<file path="config.mk">
export PLATFORM = sky130hd
export DESIGN_NAME = instr_fetch
export DESIGN_NICKNAME = d
export VERILOG_FILES = /design/src/rtl/instr_fetch.sv
export SDC_FILE = /design/constraint.sdc
export NUM_CORES = 1
export LEC_CHECK = 0
export BUFFER_PORTS_ARGS = -buffer_cell sky130_fd_sc_hd__buf_4
export CORE_ASPECT_RATIO = 0.75
export CORE_MARGIN = 2
export CORE_UTILIZATION = 50
export CTS_BUF_LIST = sky130_fd_sc_hd__clkbuf_8
export CTS_CLUSTER_SIZE = 30
export DETAILED_ROUTE_END_ITERATION = 8
export PLACE_DENSITY_LB_ADDON = 0.05
export SKIP_LAST_GASP = 1
export SYNTH_ARGS = -nofsm -noshare
export SYNTH_HDL_FRONTEND = slang
export SYNTH_SLANG_ARGS = --single-unit
export TNS_END_PERCENT = 20
</file>
<file path="constraint.sdc">
create_clock -name clk -period 2.94 [get_ports clk]
set_input_delay 0.735 -clock clk [delete_from_list [all_inputs] [get_ports clk]]
set_output_delay 0.735 -clock clk [all_outputs]
set_load 0.05 [all_outputs]
</file>
<file path="src/rtl/instr_fetch.sv">
// rtl/instr_fetch.sv - instruction fetch stage: PC, in-order imem requests, prefetch FIFO, redirect flush
// Optional build macro: FETCH_MISALIGN_CHECK_EN (misaligned redirect targets are trapped instead of truncated).
module instr_fetch #(
    parameter logic [31:0] RESET_PC = 32'h0000_0000,
    parameter int          DEPTH    = 2
) (
    input  logic        clk,
    input  logic        rst_n,
    output logic        imem_req_valid,
    input  logic        imem_req_ready,
    output logic [31:0] imem_req_addr,
    input  logic        imem_rsp_valid,
    input  logic [31:0] imem_rsp_data,
    input  logic        redirect_valid,
    input  logic [31:0] redirect_pc,
    input  logic        halt,
    output logic        instr_valid,
    input  logic        instr_ready,
    output logic [31:0] instr,
    output logic [31:0] instr_pc,
    output logic        misaligned
);
    localparam int          AW  = (DEPTH > 1) ? $clog2(DEPTH) : 1;
    localparam int          CW  = AW + 1;
    localparam int          DW  = 8;
    localparam logic [31:0] NOP = 32'h0000_0013;

    logic [31:0]   r_fetch_pc;
    logic [31:0]   r_fifo_pc   [DEPTH];
    logic [31:0]   r_fifo_word [DEPTH];
    logic [AW-1:0] r_rd_ptr;
    logic [AW-1:0] r_wr_ptr;
    logic [CW-1:0] r_count;
    logic [CW-1:0] r_outstanding;
    logic [DW-1:0] r_drop;
    logic [31:0]   r_pcq [DEPTH];
    logic [AW-1:0] r_pcq_rd;
    logic [AW-1:0] r_pcq_wr;

    logic          w_accept;
    logic          w_push;
    logic          w_pop;
    logic          w_room;
    logic          w_inhibit;
    logic          w_redir_bad;
    logic [31:0]   w_redir_pc;
    logic [CW:0]   w_inflight;

`ifdef FETCH_MISALIGN_CHECK_EN
    logic r_misaligned;

    assign w_redir_bad = (redirect_pc[1:0] != 2'b00);
    assign w_redir_pc  = redirect_pc;
    assign w_inhibit   = r_misaligned;
    assign misaligned  = r_misaligned;

    always_ff @(posedge clk or negedge rst_n) begin
        if (!rst_n) begin
            r_misaligned <= 1'b0;
        end else if (redirect_valid && w_redir_bad) begin
            r_misaligned <= 1'b1;
        end
    end
`else
    assign w_redir_bad = 1'b0;
    assign w_redir_pc  = redirect_pc & 32'hFFFF_FFFC;
    assign w_inhibit   = 1'b0;
    assign misaligned  = 1'b0;
`endif

    // Buffered plus in-flight words never exceed DEPTH, so a response always finds a free slot.
    assign w_inflight     = {1'b0, r_count} + {1'b0, r_outstanding};
    assign w_room         = (w_inflight < (CW+1)'(DEPTH));
    assign imem_req_valid = rst_n && !halt && !redirect_valid && !w_inhibit && w_room;
    assign imem_req_addr  = r_fetch_pc;

    assign w_accept = imem_req_valid && imem_req_ready;
    assign w_push   = imem_rsp_valid && (r_drop == '0);
    assign w_pop    = instr_valid && instr_ready;

    assign instr_valid = (r_count != '0);
    assign instr       = r_fifo_word[r_rd_ptr];
    assign instr_pc    = r_fifo_pc[r_rd_ptr];

    always_ff @(posedge clk or negedge rst_n) begin
        if (!rst_n) begin
            r_fetch_pc    <= RESET_PC;
            r_rd_ptr      <= '0;
            r_wr_ptr      <= '0;
            r_count       <= '0;
            r_outstanding <= '0;
            r_drop        <= '0;
            r_pcq_rd      <= '0;
            r_pcq_wr      <= '0;
            for (int i = 0; i < DEPTH; i++) begin
                r_fifo_pc[i]   <= RESET_PC;
                r_fifo_word[i] <= NOP;
                r_pcq[i]       <= RESET_PC;
            end
        end else if (redirect_valid) begin
            // Every outstanding request not answered this cycle becomes a response to discard.
            r_drop        <= r_drop + DW'(r_outstanding) - DW'(imem_rsp_valid);
            r_outstanding <= '0;
            r_count       <= '0;
            r_rd_ptr      <= '0;
            r_wr_ptr      <= '0;
            r_pcq_rd      <= '0;
            r_pcq_wr      <= '0;
            if (!w_redir_bad) begin
                r_fetch_pc <= w_redir_pc;
            end
        end else begin
            if (w_accept) begin
                r_pcq[r_pcq_wr] <= r_fetch_pc;
                r_pcq_wr        <= r_pcq_wr + AW'(1);
                r_fetch_pc      <= r_fetch_pc + 32'd4;
            end
            if (imem_rsp_valid && (r_drop != '0)) begin
                r_drop <= r_drop - DW'(1);
            end
            if (w_push) begin
                r_fifo_pc[r_wr_ptr]   <= r_pcq[r_pcq_rd];
                r_fifo_word[r_wr_ptr] <= imem_rsp_data;
                r_wr_ptr              <= r_wr_ptr + AW'(1);
                r_pcq_rd              <= r_pcq_rd + AW'(1);
            end
            if (w_pop) begin
                r_rd_ptr <= r_rd_ptr + AW'(1);
            end
            r_count       <= r_count + CW'(w_push) - CW'(w_pop);
            r_outstanding <= r_outstanding + CW'(w_accept) - CW'(w_push);
        end
    end
endmodule
</file>
; ---- Word level (Yosys, flattened, before mapping)
; Cells that the tools add are included.
[word_totals]
ff_bits = 240
input_bits = 71
out_inout_bits = 99
elab_cells = 89
[classes]
add_sub_neg = 13
magnitude_cmp = 7
n_mux = 30
bitwise_logic = 5
n_reduce_logical = 20
[ops]
columns = op, count
row1 = 2-to-1 mux 32 bit, 13
row2 = bitwise mux 64 bit, 3
row3 = demux 32 bit (select 1 bit), 2
row4 = "adder 32 x 3 -> 32 bit, second input constant", 1
row5 = 2-to-1 mux 8 bit, 2
row6 = nonzero test 2 bit, 5
row7 = logical AND 1 bit, 9
row8 = adder 8 x 2 -> 8 bit, 1
row9 = ">= comparator 2 bit, second input constant", 4
row10 = zero test 8 bit, 1
row11 = 2-to-1 mux 1 bit, 8
row12 = inverter 1 -> 2 bit, 4
row13 = nonzero test 8 bit, 1
row14 = subtractor 8 x 1 -> 8 bit, 1
row15 = "subtractor 8 x 1 -> 8 bit, second input constant", 1
row16 = "adder 1 bit, second input constant", 4
row17 = adder 2 x 1 -> 2 bit, 2
row18 = "less-than comparator 2 x 1 -> 1 bit, second input constant", 2
row19 = 2-to-1 mux 2 bit, 2
row20 = AND reduction 2 bit, 2
row21 = subtractor 2 x 1 -> 2 bit, 2
row22 = adder 2 x 2 -> 3 bit, 1
row23 = "less-than comparator 3 x 2 -> 1 bit, second input constant", 1
row24 = zero test 1 bit, 2
row25 = inverter 1 bit, 1

; ---- Longest topological paths before layout
; Gate-level depths: netlist of the first run.
[depth]
ltp_word = 8
ltp_mapped = 14
depth_no_buf = 11

; ---- Least setup slack after synthesis of the first run
; Ideal clock, no wire load.
[synth_path]
kind = reg2reg
from = register r_outstanding[0]
to = register r_outstanding[1]
setup_ns = 0.132
arrival_ns = 2.675
required_time_ns = 2.808
setup_slack_ns = 0.133
path_stages_with_launch = 15
path_buffers = 3
synth_period_minus_slack_ns = 2.807
cell_sequence = dfrtp_1 and2_1 fa_1 nor4b_2 and2_1 buf_4 inv_2 buf_2 buf_4 ha_1 inv_1 ha_1 xor2_1 xnor2_1 nor2_1
[synth_between]
elab_chain_cells = 7
[synth_rtl]
columns = element, line
row1 = "start, declared", 34  ; logic [CW-1:0] r_outstanding;
row2 = "start signal, assigned", 131  ; r_outstanding <= r_outstanding + CW'(w_accept) - CW'(w_push);
row3 = adder 2 x 2 -> 3 bit, 72  ; assign w_inflight = {1'b0, r_count} + {1'b0, r_outstanding};
row4 = less-than comparator 3 x 2 -> 1 bit, 73  ; assign w_room = (w_inflight < (CW+1)'(DEPTH));
row5 = logical AND 1 bit, 74  ; assign imem_req_valid = rst_n && !halt && !redirect_valid && !w_inhibit && w_room;
row6 = logical AND 1 bit, 77  ; assign w_accept = imem_req_valid && imem_req_ready;
row7 = adder 2 x 1 -> 2 bit (*), 131
row8 = subtractor 2 x 1 -> 2 bit (*), 131
row9 = 2-to-1 mux 2 bit (*), 100  ; end else if (redirect_valid) begin
; Every way passes the cells marked *; elsewhere a longest branch is shown, timed or not.
; A chain may end at the register's enable or synchronous reset.

; ---- Worst setup path in the final report of the first run
[layout_path]
from = register r_outstanding[0]
to = output port imem_req_valid
[layout_between]
elab_chain_cells = 3
[layout_rtl]
columns = element, line
row1 = adder 2 x 2 -> 3 bit, 72
row2 = less-than comparator 3 x 2 -> 1 bit, 73
row3 = logical AND 1 bit, 74
row4 = "end, declared", 9  ; output logic imem_req_valid,
; Every way passes these cells.

==> impl_metrics.ini, run 1 <==
[sta]
period_minus_slack_ns = 2.965
fmax_mhz = 337.3
fin_skew_ns = 0.02287
grt_setup_unrepaired = yes
setup_viol = 1
period_share_pct = 100.8
tns_ns = -0.02485
hold_violations = 0
finalWorstSetupSlack_ns = -0.02485
timing.slew.headroom_pct = 32.02
worst_pin_slew_ns = 1.016
slew_viol_final = 0

[detailed_routing]
dr.pass1.iters = 4
viasPerCell = 5.418
wl_per_cell_um = 17.23
num_vias = 7645
ant_nets = 0
wl_um = 24310
drc = 0
drt_iter0_drc = 418

[worst_setup_path]
end_kind = output pin
critPathLaunchType = flop
worst-r2r-setup-slack_ns = 0.20
crit_arrival_ns = 2.23
crit_fanout = 2
r2r_end = imem_req_addr[5]
crit_type = flop to output pin
required_ns = 2.20
r2r_cells = 8
worstReg2RegStart = r_outstanding[0]

[die]
ios = 170
dieWidth_um = 174.9
die_y_um = 132.2
core_area_sq_um = 21300
fp.dieArea_sq_um = 23130
start_util_pct = 51.45
rows = 46

[clocking]
cts_tree = built
cts_sinks = 230
cts_hold_buf = 0
clockRootBuffer = clkbuf_8
clk_latency_ns = 0.52
cts.clk_slew.worst_paths_ns = 0.06
numCtsBuffers = 39
clock_path_buffers = 3
ctsHtreeMaxLevel = 2

[logic_synthesis]
synth-async-reset-ratio_pct = 100.0
synth-edff-count = 0
synth_warnings = 0
synth_cell_type_count = 61
synthCells = 923
yosys_most_used_dff = dfrtp_1
syn_area_sq_um = 10960
syn_area_per_cell_sq_um = 11.87
yosysSeqAreaShare_pct = 52.60
synth_seq_cells = 230

[placed_design]
dp_slack_ns = 0.1353
hpwl_um = 16260
place_area_sq_um = 12520
io_buffers = 162
gp_congestion = 0.7912

[final_layout]
area_delta_synth_final_pct = 21.70
mostFrequentLayoutCell = dfrtp_1
fin_nets = 1192
drive_above_1_share_pct = 39.54
final_cell_mix = dfrtp_1 (222), mux2_2 (182), buf_4 (176), nand2_1 (78), o21ai_0 (52)
num_antenna_cells = 0
fin_area_sq_um = 13330

[global_route]
grt_pass1_wl_um = 40770
grt_pass1_vias = 7659
grt_util_all_layers_pct = 21.75
grt_overflow = 0
grt_max_degree = 133
antenna_found_initial = 0

[worst_hold_path]
hold_path.class = input pin to asynchronous set/reset pin

[status]
violations = negative setup slack
status = finished, violations left

[power]
peakVddDrop_mv = 0.6046
power_leakage_nw = 6.541
power.total_mw = 11.24
power_density_nw_per_um2 = 843.1

[job]
maxCapViolCount = 0
## flip-flops by register name, indices dropped and copies added, names as in the netlist
register	flops
imem_req_addr	30
r_drop	8
r_fifo_word	64
r_fifo_pc	60
r_outstanding	2
r_rd_ptr	1
r_count	2
r_wr_ptr	1
r_pcq_rd	1
r_pcq_wr	1
r_pcq	60
## worst max-delay path, stage by stage (launching register included)
cell and delay (ns):
dfrtp_1 0.39, and2_1 0.17, fa_1 0.44, nor4b_2 0.27, buf_4 0.16, nor2b_4 0.14, buf_8 0.15
## cells in the mapped netlist (3+ instances only)
| cell | number | area, sq um |
|---|---|---|
| ha_1 | 23 | 287.8 |
| o311ai_0 | 13 | 113.9 |
| nand2_1 | 78 | 292.8 |
| xnor2_1 | 13 | 113.9 |
| nand4_1 | 6 | 37.54 |
| o211ai_1 | 9 | 67.56 |
| clkbuf_1 | 19 | 71.32 |
| and2_1 | 8 | 50.05 |
| a221o_1 | 3 | 30.03 |
| xor2_1 | 7 | 61.31 |
| a21oi_1 | 39 | 195.2 |
| nand4_4 | 3 | 63.81 |
| or4_1 | 5 | 37.54 |
| nor2b_1 | 6 | 37.54 |
| dfrtp_1 | 224 | 5605 |
| buf_2 | 17 | 85.08 |
| nor3_1 | 6 | 30.03 |
| dfstp_2 | 6 | 157.7 |
| a21o_1 | 3 | 22.52 |
| a31oi_1 | 3 | 18.77 |
| nand3_1 | 17 | 85.08 |
| nor2_1 | 52 | 195.2 |
| o21ai_0 | 52 | 260.3 |
| inv_1 | 26 | 97.59 |
| mux2_2 | 182 | 2049 |
| buf_4 | 14 | 105.1 |
| buf_1 | 7 | 26.28 |
| and3_1 | 5 | 31.28 |
| mux2i_1 | 36 | 360.4 |
## kinds of logic (layout without fill, tap and decap cells)
logic type / after synthesis / after routing / share of synthesized area, %
AOI/OAI and AO/OA: 141 / 141 / 7.914
xor gates and xnor gates: 20 / 20 / 1.599
adders and majority gates: 25 / 25 / 2.992
buffers and inverters: 84 / 280 / 3.551
DFF: 230 / 230 / 52.60
muxes: 218 / 218 / 21.99
other: 1 / 5 / 0.03423
and+or+nand+nor: 204 / 204 / 9.319
## power by group
group | switching (mW) | internal, mW | total [mW]
Combinational | 2.56 | 1.68 | 4.24
Sequential | 0.392 | 3.78 | 4.17
Clock | 1.25 | 1.58 | 2.83
Total | 4.20 | 7.04 | 11.2
## timing repair
action	CTS	global route
endpoints found under the setup margin	1	4
pin swaps	1	1
resized for setup	2	2
buffers inserted	2	1
## metal layers
metal,GRT usage (%),wire (um),up-vias
met5,0,0,-
met4,6.019,531,0
met3,4.181,1169,47
met2,32.28,10550,177
met1,32.66,12050,3796
li1,-,-,3625
## through the flow
step / hold slack (ns) / cells / utilization (%)
5_1_grt: 0.2662 / 1411 / 62.61
3_3_place_gp: 0.4556 / 1340 / 58.78
4_1_cts: 0.2490 / 1410 / 62.54
3_5_place_dp: 0.4653 / 1340 / 58.78
2_1_floorplan: 0.4394 / 927 / -
6_report: 0.2489 / 1411 / 62.61
## area by class of cell
| class | count | area, sq um |
|---|---|---|
| multi-input combinational | 613 | 4835 |
| timing repair buffer | 185 | 1491 |
| fill | 1786 | 7961 |
| sequential | 230 | 5768 |
| tap | 288 | 360.3 |
| inverter | 27 | 101.3 |
| clock inverter | 19 | 103.9 |
| clock buffer | 49 | 674.4 |
## worst max-delay path by stage
stage                           startpoint               end  slack (ns)  cells past startpoint
after floorplan           r_outstanding[0]  r_outstanding[1]        0.13                     14
after global placement      imem_rsp_valid         r_drop[6]        0.16                     11
after detailed placement    imem_rsp_valid         r_drop[6]        0.14                     11
after CTS                 r_outstanding[0]    imem_req_valid       -0.11                      6
after global routing      r_outstanding[0]    imem_req_valid       -0.15                      6
final                     r_outstanding[0]    imem_req_valid       -0.02                      6
(Power assumes the default switching activity.)
==> run 2: changes to the inputs <==
Settings changed: ABC_AREA from default to 1, TNS_END_PERCENT 20 to 30.
==> run 2 against run 1 <==
Final area up 3.7%; the run now ends clean; largest cell class unchanged; non-clock buffer count is 6 lower; critical endpoint unchanged; core utilization decreased by 2.6 points; wire length rose by 18%; total power up 13%; global-route usage rose by 2.0 points; largest power group unchanged; flip-flop and latch count unchanged; final cell count rose by 41%; critical path depth decreased by 1; clock-buffer cell count fell by 3.
==> impl_metrics.ini, run 2 <==
[logic_synthesis]
syn_area_sq_um = 11750
yosysSeqAreaShare_pct = 49.03
yosysTopAreaCell = dfrtp_1
synth-edff-count = 0
synth_warnings = 0
synth-compound-area-share_pct = 12.06
yosys_most_used_dff = dfrtp_1
synth.area.top_cells = dfrtp_1 (48%), nand2_1 (20%), inv_1 (5.1%)
synth-async-reset-ratio_pct = 100.0
synth-adder-area-share_pct = 2.789
synth.area.mux_share_pct = 0
synthCells = 1510
synth_simple_gate_area_share_pct = 26.03
synth_seq_cells = 230
syn_area_per_cell_sq_um = 7.784
synth_xor_xnor_area_share_pct = 0.8942
synth_top_family_by_area = simple AND/OR/NAND/NOR gates
synth_top_area_share_pct = 47.69
synth_cell_type_count = 38
synthTopCellsByCount = nand2_1 (630), dfrtp_1 (224), inv_1 (159)
yosysMostFrequentCell = nand2_1

[placed_design]
io_buffers = 162
hpwl_um = 19560
gp_congestion = 0.8972
dp_cells = 1919
dp_slack_ns = 0.4415

[sta]
worst_pin_slew_ns = 0.9260
finalWorstSetupSlack_ns = 0.2269
timing.slew.headroom_pct = 38.27
tns_ns = 0
fmax_mhz = 368.6
hold-worst-slack_ns = 0.3881
period_share_pct = 92.28
slew_viol_final = 0
fin_skew_ns = 0.02318
grt_setup_unrepaired = no
setup_viol = 0
hold_violations = 0
period_minus_slack_ns = 2.713

[global_route]
antenna_found_initial = 0
grt_util_all_layers_pct = 23.80
grt_overflow = 0
met1_usage_pct = 36.94
grt_max_degree = 169
grt_pass1_vias = 9205
top_usage_layer = met1
gr-usage-met3_pct = 3.805
grt_pass1_wl_um = 47530
use_met2_pct = 34.76

[final_layout]
final_cell_count_no_fill = 1988
nFillCells = 2182
area_delta_synth_final_pct = 17.66
num_antenna_cells = 0
mostFrequentLayoutCell = nand2_1
utilization_pct = 59.97
reg_top3 = r_fifo_word: 64 flops, r_fifo_pc: 60 flops, r_pcq: 60 flops
final_cell_mix = nand2_1 (630), dfrtp_1 (223), inv_1 (179), buf_4 (174), o21ai_0 (106)
fin_nets = 1756
top_register = r_fifo_word
drive_above_1_share_pct = 18.31
largest_reg_flops = 64

[die]
rows = 48
fp.dieArea_sq_um = 24760
core_area_sq_um = 23060
dieWidth_um = 181.0
ios = 170
die_y_um = 136.8
start_util_pct = 50.97

[clocking]
numCtsBuffers = 39
ctsHtreeMaxLevel = 2
cts_resized = 0
cts_hold_buf = 0
clock_path_buffers = 3
post_cts_buffers = 0
cts.clk_slew.worst_paths_ns = 0.06
cts_sinks = 230
cts_tree = built
clk_latency_ns = 0.54
clockRootBuffer = clkbuf_8

[detailed_routing]
wl_per_cell_um = 14.44
drc = 0
dr.pass1.iters = 5
viasPerCell = 4.936
num_vias = 9813
wl_um = 28710
ant_nets = 0
drt_iter0_drc = 800

[worst_hold_path]
hold_path.class = input pin to asynchronous set/reset pin

[status]
status = completed

[worst_setup_path]
crit_arrival_ns = 1.98
crit_slowest_cell = fa_1
end_kind = output pin
crit_fanout = 3
critical-path-top-delay-family = adder cells
worst-path-buf-inv = 2
path_cells = nand2_1 > inv_1 > fa_1 > nor3_4 > buf_4
critPathLaunchType = flop
slowest_delay_ns = 0.48
crit_type = flop to output pin
worst-r2r-setup-slack_ns = 0.58
required_ns = 2.20

[power]
power_density_nw_per_um2 = 918.2
power_leakage_nw = 7.350
peakVddDrop_mv = 0.5326

[job]
maxCapViolCount = 0
==> run 2: changes by cell type after synthesis, moves of 30 or more <==
cell,previous run,this run
a21oi_1,39,9
inv_1,26,159
mux2_2,182,0
mux2i_1,36,0
nand2_1,78,630
nand3_1,17,63
o21ai_0,52,106
o21ai_1,0,56
o21ai_2,0,53
==> run 2: layout make-up <==
cell class / instances / area, sq um / area share, %
inverters: 166 / 628.1 / 4.542
flip-flops and latches: 230 / 5764 / 41.68
clock buffers: 46 / 633.1 / 4.578
well taps: 300 / 375.4 / 2.714
clock inverters: 23 / 98.84 / 0.7147
multi-input cells: 1044 / 4928 / 35.64
repair buffers: 179 / 1401 / 10.13
==> run 2: final timing paths <==
path,startpoint,end,depth (start not counted)
max,r_outstanding[0],imem_req_valid,5
max reg2reg,r_outstanding[0],r_pcq[46],9
max in group asynchronous,rst_n,r_drop[5],2
min reg2reg,r_fifo_pc[21],r_fifo_pc[21],2
min in group clk,redirect_pc[20],imem_req_addr[20],3
min,rst_n,r_fifo_pc[3],2
==> run 2: through the flow <==
step	power [mW]	cell area, sq um
after floorplan	8.397	11770
after global placement	9.961	13100
after detailed placement	10.06	13100
after CTS	12.80	13830
after global routing	13.55	13830
final	12.70	13830
==> run 2: logic make-up after synthesis <==
logic type,count (synthesis)
XOR/XNOR,12
flip-flops,230
buffers and inverters,240
other,1
AO/OA/AOI/OAI,237
adder cells (fa/ha/maj),25
AND/OR/NAND/NOR,765
==> run 2: power breakdown <==
group          switching (mW)  total [mW]  internal, mW
clock                    1.29        2.71          1.42
sequential              0.424        4.32          3.90
combinational            3.94        5.66          1.72
==> run 2: layer usage <==
| layer | share of wire (%) | up-vias |
|---|---|---|
| li1 | - | 4997 |
| met3 | 5.7 | 38 |
| met5 | 0 | - |
| met4 | 1.5 | 0 |
| met2 | 42 | 267 |
| met1 | 51 | 4511 |
